<file path="src/rtl/button_repeat_if.sv">
// Button event bus: the debounced level goes in, press/release/repeat
// events plus the long-press level and repeat count come back out.
interface button_repeat_if;
   logic       i_level;
   logic       o_press;
   logic       o_release;
   logic       o_repeat;
   logic       o_long;
   logic [7:0] o_rpt_cnt;

   // Side that owns the button level and consumes the events
   modport master (
      output i_level,
      input  o_press,
      input  o_release,
      input  o_repeat,
      input  o_long,
      input  o_rpt_cnt
   );

   // Side that turns the level into events
   modport slave (
      input  i_level,
      output o_press,
      output o_release,
      output o_repeat,
      output o_long,
      output o_rpt_cnt
   );
endinterface

</file>
<file path="src/rtl/button_repeat.sv">
// Button press / long-press / auto-repeat event generator.
// A press emits o_press. Holding for HOLD_CYC cycles raises o_long and
// emits the first o_repeat. Further o_repeat pulses then follow every
// REPEAT_CYC cycles until release. Every output comes straight from a
// flop, so nothing is combinational from the button level to the outputs.
module button_repeat #(
   parameter int HOLD_CYC   = 12500000,
   parameter int REPEAT_CYC = 2500000,
   parameter int CNT_W      = 24
) (
   input  logic          i_clk,
   input  logic          i_rst,
   button_repeat_if.slave btn
);

   // Reject thresholds the counter cannot represent or that would make the
   // terminal count collide with the entry cycle of a state.
   if (HOLD_CYC < 2 || REPEAT_CYC < 2 ||
       longint'(HOLD_CYC)   >= (longint'(1) << CNT_W) ||
       longint'(REPEAT_CYC) >= (longint'(1) << CNT_W)) begin : g_param_check
      $error("button_repeat: need HOLD_CYC>=2, REPEAT_CYC>=2, both < 2**CNT_W");
   end

   localparam logic [CNT_W-1:0] HOLD_LAST   = CNT_W'(HOLD_CYC - 1);
   localparam logic [CNT_W-1:0] REPEAT_LAST = CNT_W'(REPEAT_CYC - 1);
   localparam logic [CNT_W-1:0] CNT_ONE     = CNT_W'(1);
   localparam logic [7:0]       RPT_MAX     = 8'hFF;

   typedef enum logic [1:0] {
      IDLE,
      PRESSED,
      REPEATING
   } state_t;

   state_t           state_q, state_d;
   logic [CNT_W-1:0] cnt_q,   cnt_d;
   logic             press_q, press_d;
   logic             rel_q,   rel_d;
   logic             rep_q,   rep_d;
   logic             long_q,  long_d;
   logic [7:0]       rpt_q,   rpt_d;

   // Next-state and next-output logic. Release is tested before the
   // terminal count, so a release edge never also emits a repeat.
   always_comb begin
      state_d = state_q;
      cnt_d   = cnt_q;
      press_d = 1'b0;
      rel_d   = 1'b0;
      rep_d   = 1'b0;
      long_d  = long_q;
      rpt_d   = rpt_q;

      case (state_q)
         IDLE: begin
            cnt_d = '0;
            if (btn.i_level) begin
               state_d = PRESSED;
               press_d = 1'b1;
               long_d  = 1'b0;
               rpt_d   = '0;
            end
         end

         PRESSED: begin
            if (!btn.i_level) begin
               state_d = IDLE;
               rel_d   = 1'b1;
               cnt_d   = '0;
            end else if (cnt_q == HOLD_LAST) begin
               state_d = REPEATING;
               cnt_d   = '0;
               long_d  = 1'b1;
               rep_d   = 1'b1;
               if (rpt_q != RPT_MAX) rpt_d = rpt_q + 8'd1;
            end else begin
               cnt_d = cnt_q + CNT_ONE;
            end
         end

         REPEATING: begin
            if (!btn.i_level) begin
               state_d = IDLE;
               rel_d   = 1'b1;
               long_d  = 1'b0;
               cnt_d   = '0;
            end else if (cnt_q == REPEAT_LAST) begin
               cnt_d = '0;
               rep_d = 1'b1;
               if (rpt_q != RPT_MAX) rpt_d = rpt_q + 8'd1;
            end else begin
               cnt_d = cnt_q + CNT_ONE;
            end
         end

         default: begin
            state_d = IDLE;
            cnt_d   = '0;
            long_d  = 1'b0;
         end
      endcase
   end

   // State, counter and registered outputs. Reset drops any hold in
   // progress silently, so no release event is produced for it.
   always_ff @(posedge i_clk or posedge i_rst) begin
      if (i_rst) begin
         state_q <= IDLE;
         cnt_q   <= '0;
         press_q <= 1'b0;
         rel_q   <= 1'b0;
         rep_q   <= 1'b0;
         long_q  <= 1'b0;
         rpt_q   <= '0;
      end else begin
         state_q <= state_d;
         cnt_q   <= cnt_d;
         press_q <= press_d;
         rel_q   <= rel_d;
         rep_q   <= rep_d;
         long_q  <= long_d;
         rpt_q   <= rpt_d;
      end
   end

   assign btn.o_press   = press_q;
   assign btn.o_release = rel_q;
   assign btn.o_repeat  = rep_q;
   assign btn.o_long    = long_q;
   assign btn.o_rpt_cnt = rpt_q;

endmodule

</file>
<file path="src/flat_wrapper.sv">
// flat-port wrapper written by rule: the top's interface ports become plain ports
module button_repeat_flat 
#(
   parameter int HOLD_CYC   = 12500000,
   parameter int REPEAT_CYC = 2500000,
   parameter int CNT_W      = 24
)
  (i_clk, i_rst, btn_i_level, btn_o_press, btn_o_release, btn_o_repeat, btn_o_long, btn_o_rpt_cnt);
  button_repeat_if btn_i ();
  input  logic i_clk;
  input  logic i_rst;
  input wire logic [$bits(btn_i.i_level)-1:0] btn_i_level;
  output wire logic [$bits(btn_i.o_press)-1:0] btn_o_press;
  output wire logic [$bits(btn_i.o_release)-1:0] btn_o_release;
  output wire logic [$bits(btn_i.o_repeat)-1:0] btn_o_repeat;
  output wire logic [$bits(btn_i.o_long)-1:0] btn_o_long;
  output wire logic [$bits(btn_i.o_rpt_cnt)-1:0] btn_o_rpt_cnt;
  assign btn_i.i_level = btn_i_level;
  assign btn_o_press = btn_i.o_press;
  assign btn_o_release = btn_i.o_release;
  assign btn_o_repeat = btn_i.o_repeat;
  assign btn_o_long = btn_i.o_long;
  assign btn_o_rpt_cnt = btn_i.o_rpt_cnt;
  button_repeat #(.HOLD_CYC(HOLD_CYC), .REPEAT_CYC(REPEAT_CYC), .CNT_W(CNT_W)) u_core (.i_clk(i_clk), .i_rst(i_rst), .btn(btn_i));
endmodule
</file>
<file path="config.mk">
export PLATFORM = sky130hd
export DESIGN_NAME = button_repeat_flat
export DESIGN_NICKNAME = d
export VERILOG_FILES = /design/src/rtl/button_repeat_if.sv /design/src/rtl/button_repeat.sv /design/src/flat_wrapper.sv
export SDC_FILE = /design/constraint.sdc
export NUM_CORES = 1
export LEC_CHECK = 0
export ABC_AREA = 1
export ABC_CLOCK_PERIOD_IN_PS = 1760
export CORE_ASPECT_RATIO = 0.6
export CORE_MARGIN = 2
export CORE_UTILIZATION = 40
export DETAILED_ROUTE_END_ITERATION = 10
export SKIP_LAST_GASP = 1
export SLEW_MARGIN = 20
export SYNTH_ARGS = -nofsm -noshare
export SYNTH_HDL_FRONTEND = slang
export SYNTH_SLANG_ARGS = --single-unit
</file>
<file path="constraint.sdc">
create_clock -name i_clk -period 1.76 [get_ports i_clk]
set_input_delay 0.352 -clock i_clk [delete_from_list [all_inputs] [get_ports i_clk]]
set_output_delay 0.352 -clock i_clk [all_outputs]
set_load 0.02 [all_outputs]
</file>
After elaboration in Yosys (flattened, before gate mapping)
Index checks and enable logic that the tools add are counted.

operators by class
  add/subtract/negate cells = 2
  equality and inequality tests = 12
  multiplexer cells = 31
  reductions and logical operators = 6

operators by type and width
  operator                                               count
  two-way mux 24 bit                                     4
  two-way mux 8 bit                                      6
  one-hot mux 24 bit (2 select lines)                    1
  adder 24 x 1 -> 24 bit, second input constant          1
  == test 24 x 22 -> 1 bit, second input constant        1
  == test 24 bit, second input constant                  1
  one-hot mux 8 bit (3 select lines)                     1
  two-way mux 1 bit                                      12
  adder 8 x 1 -> 8 bit, second input constant            1
  two-way mux 2 bit                                      4
  inequality test 2 bit, second input constant           4
  inequality test 8 bit, second input constant           1
  one-hot mux 2 bit (3 select lines)                     1
  AND reduction 6 bit                                    1
  inequality test 2 x 1 -> 1 bit, second input constant  2
  AND reduction 4 bit                                    1
  inequality test 3 x 2 -> 1 bit, second input constant  1
  one-hot mux 1 bit (3 select lines)                     1
  AND reduction 3 bit                                    1
  nonzero test 3 bit                                     1
  == test 2 x 1 -> 1 bit, second input constant          1
  == test 2 bit, second input constant                   1
  zero test 2 bit                                        1
  one-hot mux 1 bit (2 select lines)                     1
  OR reduction 2 bit                                     1

storage, ports and cells
  flip-flop bits (word level) = 38
  word-level logic and storage cells = 58

Depth between registers and ports, before layout
  depth after elaboration = 5
  mapped depth = 10
  gate-level depth less buffers = 10

Least setup slack after synthesis
OpenSTA, ideal clock, no wires.

  path kind = flip-flop to flip-flop
  start point = reg u_core.rpt_q[0] (netlist: u_core.btn.o_rpt_cnt[0])
  end point = reg u_core.rpt_q[5] (netlist: u_core.btn.o_rpt_cnt[5])
  library setup time = 66 ps
  data arrival time = 1433 ps
  setup slack = 261 ps
  stages on the path, launching flop included = 10
  cell sequence = dfrtp_1 > ha_1 > nand2_1 > nor2_1 > nand4_1 > nand2_1 > inv_2 > nand3_4 > nand2_1 > nand2_1

on the way
  word-level cells in the longest chain between the ends = 5
  elaborated cells on any way between the ends = 8
  those cells by class = add/sub (1); eq/ne (1); mux (6)

ends and longest elaborated chain
  what                                                                  RTL line                                  RTL
  from (decl)                                                           button_repeat.sv:41                       logic [7:0] rpt_q, rpt_d;
  from (signal assigned)                                                button_repeat.sv:122                      rpt_q <= rpt_d;
  adder 8 x 1 -> 8 bit / inequality test 8 bit (equally long branches)  button_repeat.sv:75, button_repeat.sv:90
  two-way mux 8 bit (*)                                                 button_repeat.sv:75, button_repeat.sv:90
  two-way mux 8 bit (on tied branches)                                  button_repeat.sv:87, button_repeat.sv:70
  two-way mux 8 bit (on tied branches)                                  button_repeat.sv:82, button_repeat.sv:66
  one-hot mux 8 bit (3 select lines) (*)                                button_repeat.sv:54                       case (state_q)

Every way passes the cells marked *; elsewhere a longest branch is shown, timed or not. The select of a mux whose other input is x is not followed.
A chain may end at the register's enable or synchronous reset.

Worst setup path after layout
  start point = reg u_core.rpt_q[1] (netlist: u_core.btn.o_rpt_cnt[1])
  end point = out btn_o_rpt_cnt[1]

RTL lines
  what       RTL line            RTL
  to (decl)  flat_wrapper.sv:17  output wire logic [$bits(btn_i.o_rpt_cnt)-1:0] btn_o_rpt_cnt;

No word-level cell between the ends.

==> results.sh <==
export IMPL_cp_cell_sequence="clkdlybuf4s50_1"
export IMPL_cp_slowest_stage_delay_ns=0.63
export IMPL_place_gp_congestion=0.875
export IMPL_busiest_layer="met1"
export IMPL_drive_above_1_share_pct=11.2
export IMPL_drv_cap=0
export IMPL_slew_viol_final=0
export IMPL_setup_ws_ns=0.0714
export IMPL_yosysTopAreaCellShare_pct=41.2
export IMPL_hold_viol=0
export IMPL_initial_utilization_pct=41.5
export IMPL_first_pass_iters=4
export IMPL_critPathLaunchType="register"
export IMPL_coreArea_um2=5570
export IMPL_insertion_delay_ns=0.29
export IMPL_die_area_um2=6420
export IMPL_io_pins=15
export IMPL_cp_data_arrival_time_ns=1.34
export IMPL_switching_share_pct=36.0
export IMPL_tritoncts="built"
export IMPL_vias_per_cell=4.75
export IMPL_met3_usage_pct=3.69
export IMPL_p_leak_nw=1.31
export IMPL_avgSynthCellArea_um2=7.20
export IMPL_dr_total_vias=2037
export IMPL_period_share_pct=95.9
export IMPL_place_ws_ns=-0.0400
export IMPL_pwr_share_comb_pct=37.4
export IMPL_gr_total_overflow=0
export IMPL_end_kind="output port"
export IMPL_required_ns=1.41
export IMPL_pwr_share_seq_pct=33.1
export IMPL_synth_seq_area_share_pct=41.2
export IMPL_ir_drop_uv=675
export IMPL_p_int_mw=1.98
export IMPL_utilization_pct=49.8
export IMPL_multiInputGateArea_um2=1210
export IMPL_powerDensity_nw_per_um2=1120
export IMPL_path_class="register to output port"
export IMPL_hp_class="input pin to async pin"
export IMPL_diodes=0
export IMPL_startpoint="u_core.btn.o_rpt_cnt[1]$_DFFE_PP0P_"
export IMPL_globalRouteTotalUtil_pct=18.6
export IMPL_postRouteAntennaNets=0
export IMPL_postCtsHoldBufs=0
export IMPL_die_h_um=62.9
export IMPL_antenna_found_initial=0
export IMPL_drt_total_wl_um=5240
export IMPL_first_iter_violations=186
export IMPL_syn_to_final_growth_pct=20.2
export IMPL_maxSlewHeadroom_pct=77.3
export IMPL_grt_pass1_wl_um=9130
export IMPL_yosys_warnings=0
export IMPL_grt_use_met1_pct=33.8
export IMPL_post_route_min_period_ns=1.69
export IMPL_avgRoutedWirePerCell_um=12.2
export IMPL_max_freq_ghz=0.592
export IMPL_syn_area_um2=2310
export IMPL_report_final_setup_viol=0
export IMPL_port_buffers=14
export IMPL_worstPathBufferInverterCount=1
export IMPL_drcViolationCount=0
export IMPL_p_switching_mw=1.12
export IMPL_cts_sinks=38
export IMPL_synth_seq_cells=38
export IMPL_yosysUniqueCellTypes=24
export IMPL_grt_max_degree=39
export IMPL_nets=357
export IMPL_finClkSkew_ns=0.00841
export IMPL_rsz0062_at_grt="yes"
export IMPL_status="finished clean"
export IMPL_use_met2_pct=20.3
export IMPL_synth_top_area_cell="dfrtp_1"
export IMPL_cts_buffers=5
export IMPL_synth_area_leaders="dfrtp_1 (41%), nand2_1 (15%), nor2_1 (12%), inv_1 (5.9%), nand4_1 (3.5%)"
export IMPL_clkPwrFrac_pct=29.5
export IMPL_slowest_stage="clkdlybuf4s50_1"
export IMPL_fill_cells=576
export IMPL_r2r_start="u_core.cnt_q[0]$_DFF_PP0_"
export IMPL_synth_nets=330
export IMPL_path_delay_family="buffers and inverters"
export IMPL_fp_row_count=21
export IMPL_critPathMaxFanout=4
export IMPL_tightest_slew_ns=0.339
export IMPL_synth_cells=321
export IMPL_cts_root_buf="clkbuf_8"
export IMPL_htree_levels=2
export IMPL_grt_pass1_vias=1806
export IMPL_clock_path_buffers=2
export IMPL_cts_clk_slew_worst_paths_ns=0.08
export IMPL_dp_hpwl_um=4030
export IMPL_power_mw=3.10
export IMPL_ff_latch_area_um2=951
export IMPL_die_w_um=102
## cell usage after synthesis
cell type  number
inv_2           3
o21a_1          1
nand2_4         2
ha_1            6
nor3_2          1
nand4_1        13
inv_1          36
nand3_1        15
xnor2_1         6
xor2_1          8
a21oi_1         5
nand3b_1        1
dfrtp_1        38
nand2_2         4
buf_6           2
nand2_1        90
nor2_1         75
nor3_1          4
o21bai_1        1
buf_2           1
o21ai_0         2
nor2_4          2
nand3_4         2
nor2_2          3
## power groups by stage
stage	Sequential [mW]	Combinational [mW]	Clock (mW)
after global placement	1.04	1.13	0
final	1.03	1.16	0.915
after detailed placement	1.04	1.12	0
after CTS	1.03	1.12	0.940
after global routing	1.04	1.30	0.987
after floorplan	1.10	0.692	0
## cell families after synthesis
family	after synthesis	synth area share [%]
buffers and inverters	42	7.53
xor gates and xnor gates	14	5.31
adders and majority gates	6	3.25
DFF	38	41.2
and+or+nand+nor	212	40.6
AOI/OAI and AO/OA	9	2.17
## worst paths after layout
path	end	slack, ns	cells past startpoint
worst min-delay path	u_core.btn.o_rpt_cnt[1]$_DFFE_PP0P_	0.41	3
min in group i_clk	u_core.cnt_q[0]$_DFF_PP0_	0.47	1
worst min register to register	u_core.cnt_q[0]$_DFF_PP0_	0.47	1
worst max-delay path	btn_o_rpt_cnt[1]	0.07	1
worst max register to register	u_core.cnt_q[22]$_DFF_PP0_	0.13	9
max in group asynchronous	u_core.btn.o_repeat$_DFF_PP0_	1.14	3
## final cells by class
cell class | count | share of cell area, %
multi-input cells | 241 | 43.6
flip-flops and latches | 38 | 34.3
repair buffers | 23 | 8.16
inverters | 39 | 5.28
well taps | 80 | 3.61
clock buffers | 6 | 2.98
clock inverters | 2 | 2.16
## registers in the layout, summed over array words and instances, names as in the netlist
name                  cells
u_core.cnt_q             24
u_core.btn.o_rpt_cnt      8
u_core.state_q            2
u_core.btn.o_long         1
u_core.btn.o_press        1
u_core.btn.o_release      1
u_core.btn.o_repeat       1
## per-layer routing
| layer | vias up | routed length [um] | share of wire, % |
|---|---|---|---|
| met5 | - | 0 | 0 |
| met4 | 0 | 47 | 0.90 |
| met3 | 7 | 313 | 6.0 |
| met2 | 59 | 1760 | 34 |
| met1 | 921 | 3120 | 59 |
| li1 | 1050 | - | - |
## cells in the final DEF, fill, tap and decap left out
| cell type | instances |
|---|---|
| o21a_1 | 1 |
| ha_1 | 4 |
| nor3_2 | 2 |
| ha_2 | 2 |
| nand2_1 | 90 |
| clkbuf_8 | 6 |
| buf_4 | 8 |
| xnor2_1 | 6 |
| nand3b_1 | 1 |
| nand2_4 | 1 |
| xor2_1 | 8 |
| o21ai_1 | 1 |
| nand4_1 | 13 |
| inv_1 | 36 |
| dlymetal6s2s_1 | 3 |
| a21oi_1 | 5 |
| bufinv_16 | 2 |
| nand3_1 | 15 |
| o21bai_1 | 1 |
| clkdlybuf4s50_1 | 10 |
| dlygate4sd2_1 | 1 |
| nand3_4 | 2 |
| nor2_4 | 2 |
| nand2_2 | 4 |
| nor2_2 | 5 |
| buf_12 | 1 |
| inv_2 | 3 |
| nor2_1 | 73 |
| nor3_1 | 3 |
| dfrtp_1 | 38 |
| o21ai_0 | 1 |
| nand2_8 | 1 |
## repair_timing
action,in CTS,in global routing
setup endpoints to repair,1,35
gates resized for setup,1,10
setup buffers,0,0
## stage by stage
stage / std cells / instance area (um^2) / hold slack [ns] / TNS [ns]
after floorplan: 321 / 2310 / 0.418 / 0
after global placement: 421 / 2600 / 0.456 / 0
after detailed placement: 421 / 2600 / 0.459 / -0.173
after CTS: 429 / 2740 / 0.431 / 0
after global routing: 429 / 2780 / 0.447 / -0.0111
final: 429 / 2780 / 0.415 / 0
Note: power is estimated with default switching activity, not from simulation.
